--- config.mk ---
export PLATFORM = sky130hd
export DESIGN_NAME = fetch_unit
export DESIGN_NICKNAME = d
export VERILOG_FILES = /design/src/rtl/fetch_unit.sv
export SDC_FILE = /design/constraint.sdc
export NUM_CORES = 1
export LEC_CHECK = 0
export BUFFER_PORTS_ARGS = -buffer_cell sky130_fd_sc_hd__buf_2
export CELL_PAD_IN_SITES_DETAIL_PLACEMENT = 1
export CELL_PAD_IN_SITES_GLOBAL_PLACEMENT = 2
export CORE_MARGIN = 2
export CORE_UTILIZATION = 25
export CTS_CLUSTER_SIZE = 10
export DETAILED_ROUTE_END_ITERATION = 12
export GPL_TIMING_DRIVEN = 0
export PLACE_DENSITY = 0.68
export RECOVER_POWER = 50
export SYNTH_ARGS = -nofsm -noshare
export SYNTH_HDL_FRONTEND = slang
export SYNTH_SLANG_ARGS = --single-unit
--- constraint.sdc ---
create_clock -name CLK -period 3.77 [get_ports CLK]
set_input_delay 0.377 -clock CLK [delete_from_list [all_inputs] [get_ports CLK]]
set_output_delay 0.377 -clock CLK [all_outputs]
set_load 0.03 [all_outputs]
--- src/rtl/fetch_unit.sv ---
// fetch_unit: issues sequential instruction reads to a 1-cycle memory and queues the words for decode.
// Build option FETCH_BUFFER_EN: 2-entry buffer (1 instruction/cycle); default is 1 entry.
// Handshake: an instruction moves to decode in any cycle with inst_valid=1 and inst_ready=1;
// inst_valid never depends on inst_ready, and the head entry holds steady until it is taken.
module fetch_unit #(
  parameter logic [15:0] RESET_PC = 16'h0000,
  parameter logic [15:0] PC_STEP  = 16'd1
) (
  input  logic        CLK,
  input  logic        reset,
  input  logic        run,
  input  logic        redirect,
  input  logic [15:0] redirect_pc,
  output logic        MemRead,
  output logic [15:0] ADDR,
  output logic        MemWrite,
  input  logic [15:0] Data_out,
  output logic        inst_valid,
  input  logic        inst_ready,
  output logic [15:0] inst_data,
  output logic [15:0] inst_pc,
  output logic [1:0]  o_state
);

`ifdef FETCH_BUFFER_EN
  localparam logic [1:0] CAP = 2'd2;
`else
  localparam logic [1:0] CAP = 2'd1;
`endif

  typedef enum logic [1:0] {
    IDLE  = 2'd0,
    FETCH = 2'd1,
    FULL  = 2'd2,
    HALT  = 2'd3
  } state_t;

  state_t      r_state, w_next_state;
  logic [15:0] r_pc, w_next_pc;
  logic        r_inflight;
  logic [15:0] r_inflight_pc;
  logic [15:0] r_buf_data [0:1];
  logic [15:0] r_buf_pc   [0:1];
  logic [1:0]  r_count;

  logic        w_pop, w_flush, w_issue, w_push;
  logic [1:0]  w_cnt_after_pop, w_occ;

  // A pop in this cycle frees its slot for an issue in the same cycle.
  assign w_pop           = (r_count != 2'd0) && inst_ready;
  assign w_flush         = redirect && (r_state != IDLE);
  assign w_cnt_after_pop = r_count - {1'b0, w_pop};
  assign w_occ           = w_cnt_after_pop + {1'b0, r_inflight};
  assign w_push          = r_inflight && !w_flush;

  always_comb begin
    w_next_state = r_state;
    w_next_pc    = r_pc;
    w_issue      = 1'b0;
    case (r_state)
      IDLE: begin
        if (redirect) w_next_pc = redirect_pc;
        if (run) w_next_state = FETCH;
      end
      FETCH, FULL: begin
        if (w_flush) begin
          w_next_pc    = redirect_pc;
          w_next_state = run ? FETCH : HALT;
        end else if (!run) begin
          w_next_state = HALT;
        end else begin
          w_issue      = (w_occ < CAP);
          w_next_state = ((w_occ + {1'b0, w_issue}) >= CAP) ? FULL : FETCH;
          if (w_issue) w_next_pc = r_pc + PC_STEP;
        end
      end
      HALT: begin
        if (w_flush) begin
          w_next_pc    = redirect_pc;
          w_next_state = run ? FETCH : HALT;
        end else if (run) begin
          w_next_state = FETCH;
        end
      end
      default: w_next_state = IDLE;
    endcase
  end

  always_ff @(posedge CLK) begin
    if (reset) begin
      r_state       <= IDLE;
      r_pc          <= RESET_PC;
      r_inflight    <= 1'b0;
      r_inflight_pc <= 16'h0000;
      r_count       <= 2'd0;
      for (int i = 0; i < 2; i++) begin
        r_buf_data[i] <= 16'h0000;
        r_buf_pc[i]   <= 16'h0000;
      end
    end else begin
      r_state       <= w_next_state;
      r_pc          <= w_next_pc;
      r_inflight    <= w_issue;
      r_inflight_pc <= r_pc;
      if (w_flush) begin
        r_count <= 2'd0;
      end else begin
        // Shift-register FIFO: entry 0 is always the head.
        if (w_pop) begin
          r_buf_data[0] <= r_buf_data[1];
          r_buf_pc[0]   <= r_buf_pc[1];
        end
        if (w_push) begin
          r_buf_data[w_cnt_after_pop[0]] <= Data_out;
          r_buf_pc[w_cnt_after_pop[0]]   <= r_inflight_pc;
        end
        r_count <= w_cnt_after_pop + {1'b0, w_push};
      end
    end
  end

  assign MemRead    = w_issue;
  assign ADDR       = r_pc;
  assign MemWrite   = 1'b0;
  assign inst_valid = (r_count != 2'd0);
  assign inst_data  = r_buf_data[0];
  assign inst_pc    = r_buf_pc[0];
  assign o_state    = r_state;

endmodule

==> results.ini <==
[layout]
antenna_cells = 0
area_growth_pct = 20.6
final_net_count = 488
utilization = 0.311
layout-drive-gt1-share = 0.159

[cts]
clock_latency_ns = 0.35
htree_levels = 3
cts_hold_buf = 0
post_cts_resized = 0
clockRootBuffer = clkbuf_16
cts_buffer_depth = 2
cts_setup_buffers = 0
cts_sinks = 101
cts_tree = yes
cts_made_buffers = 9
clkSlewWorstSetupHoldPaths_ns = 0.07

[floorplan]
start_util = 0.257
die_y_um = 135
pin_count = 90
fp-row-count = 47
coreArea_um2 = 16600
die_w_um = 135
die-area_um2 = 18200

[setup_path]
r2r_slack_ns = 0.68
critPathRequiredTime_ns = 3.72
rr_startpoint = r_count[1]$_SDFF_PP0_
crit_path_start_kind = register
cp_slowest_cell = a211o_1
reg2reg_depth = 7
critPathArrivalTime_ns = 3.05
cp_cell_sequence = or2_2 > nand2_1 > inv_1 > ha_1 > nand2_1 > nor2_1 > a211o_1
r2r-end = r_buf_data[0][7]$_DFFE_PP_
critPathKind = reg2reg
cp_max_fo = 32
critPathMaxStageDelay_ns = 1.04
cpMostUsedCell = nand2_1
endpoint_kind = register

[timing]
drv_slew = 0
hold_viol_final = 0
period_minus_slack_ns = 3.09
period_share = 0.821
rsz0062_at_grt = no
setup_tns_ns = 0
setup_viol_count_final = 0
skew_ns = 0.00986
tightest_slew_ns = 1.27
fmax_ghz = 0.323
relSlewSlack = 0.151

[flow_run]
drv_cap = 0

[routing]
routedWlPerCell_um = 16.0
drtIter0Drc = 134
totalWireLength_um = 10800
antenna_left = 0
vias = 3017
drc_errors = 0
via_per_inst = 4.49
first_pass_iters = 4

[global_route]
first_global_vias = 3219
grt_usage = 0.122
overflow = 0
grt_max_degree = 33
antenna_found_initial = 0
grt_pass1_wl_um = 17200

[power]
pwr-share-seq = 0.453
peakVddDrop_mv = 0.220
power_frac_comb = 0.289
leakage_nw = 1.93
p_per_area_nw_per_um2 = 635
p_switching_mw = 1.21
pwr-share-clk = 0.258
netSwitchingFraction = 0.368
power.total_mw = 3.28
p_int_mw = 2.08

[place]
hpwl_um = 8120
numPortBuffers = 88
gp_congestion = 0.714

[logic_synthesis]
avgSynthCellArea_um2 = 12.3
ys_seq_area_frac = 0.621
ys.flop_type = edfxtp_1
ys_top_cells_by_area = edfxtp_1 (45%), dfxtp_1 (17%), a22o_1 (6.5%), and2_1 (4.8%), nor2b_1 (2.2%)
synth_top_area_share = 0.448
yosysTopAreaCell = edfxtp_1
syn-num-nets = 389
ys_seq_elements = 101
synth_cell_type_count = 54
postSynth.asyncResetShare = 0
synth.most_common_cell = edfxtp_1
syn_inst = 348
synth_edf_count = 64
synth_common_cells = edfxtp_1 (64), dfxtp_1 (37), and2_1 (33), a22o_1 (32), a21oi_1 (18)
yosysWarnings = 0
synth_area_um2 = 4290

[hold_path]
worstHoldStart = redirect_pc[0]
hold_path.class = in2reg
min_delay_worst_endpoint = ADDR[0]$_SDFFE_PP0P_
min_path_cells = 3

[run_status]
status = finished, final reports clean

registers in the layout (all words and copies together) (netlist names):
register       flops
r_inflight         1
r_count            2
r_inflight_pc     16
ADDR              16
r_buf_data        32
o_state            2
r_buf_pc          32
power by group through the flow:
stage / clock (mW) / combinational [mW] / sequential (mW)
floorplan: 0 / 0.490 / 1.70
global placement: 0 / 0.999 / 1.50
detailed placement: 0 / 1.02 / 1.51
CTS: 0.870 / 1.02 / 1.49
global route: 0.913 / 1.05 / 1.51
finish: 0.846 / 0.950 / 1.49
per-layer routing:
metal / share of wire / global-route usage / routed length [um] / vias to the layer above
met3: 0.061 / 0.0342 / 656 / 8
li1: - / - / - / 1499
met5: 0 / 0 / 0 / -
met4: 0.011 / 0.0374 / 121 / 0
met2: 0.48 / 0.208 / 5130 / 74
met1: 0.45 / 0.151 / 4880 / 1436
logic make-up after synthesis:
logic type,after synthesis,share of synthesized area
compound gates,96,0.166
xor+xnor,3,0.00788
fa+ha+maj,4,0.0117
buf+inv,30,0.0350
flops,101,0.621
mux,2,0.00584
other cells,1,0.000875
simple gates,111,0.151
how the worst max path moves through the flow:
stage	endpoint	from	slack, ns
finish	r_buf_data[0][7]$_DFFE_PP_	r_count[1]$_SDFF_PP0_	0.68
CTS	r_buf_data[0][7]$_DFFE_PP_	r_count[1]$_SDFF_PP0_	0.71
global placement	r_buf_data[1][0]$_SDFFCE_PN0P_	reset	0.57
floorplan	r_buf_data[0][0]$_DFFE_PP_	r_count[1]$_SDFF_PP0_	1.19
global route	r_buf_data[0][11]$_DFFE_PP_	r_count[1]$_SDFF_PP0_	0.43
detailed placement	r_buf_data[1][0]$_SDFFCE_PN0P_	reset	0.51
through the flow:
| step | area (um2) | hold WS, ns | setup slack (ns) | cells |
|---|---|---|---|---|
| 4_1_cts | 5270 | 0.291 | 0.708 | 672 |
| 6_report | 5170 | 0.302 | 0.676 | 672 |
| 5_1_grt | 5170 | 0.324 | 0.428 | 672 |
| 3_5_place_dp | 5000 | 0.509 | 0.511 | 656 |
| 2_1_floorplan | 4290 | 0.502 | 1.19 | 348 |
| 3_3_place_gp | 5000 | 0.513 | 0.566 | 656 |
area by class of cell:
class	instances	area (um2)
fillers	1874	11500
inverters	9	33.8
flip-flops and latches	101	2660
plain buffers	21	113
clock inverters	7	42.5
repair buffers	88	375
multi-input cells	217	1440
clock buffers	9	225
well taps	220	275
critical path, delay by kind of cell, from the launching register on:
kind	cells	cell delay (ns)
compound gates	1	1.04
fa+ha+maj	1	0.34
buf+inv	1	0.07
flops	1	0.32
simple gates	4	0.92
layout by cell type, fill, tap and decap left out, types with 6 or more instances in the layout:
cell	instances
inv_1	9
a21oi_1	18
nor2b_1	15
nand3_1	8
clkbuf_16	9
clkbuf_1	63
a22o_1	32
o31ai_1	8
and2_1	31
nand2_1	12
nor3_1	6
o21ai_0	15
nor2_1	13
buf_2	42
edfxtp_1	64
dfxtp_1	37
(Power assumes the default switching activity.)
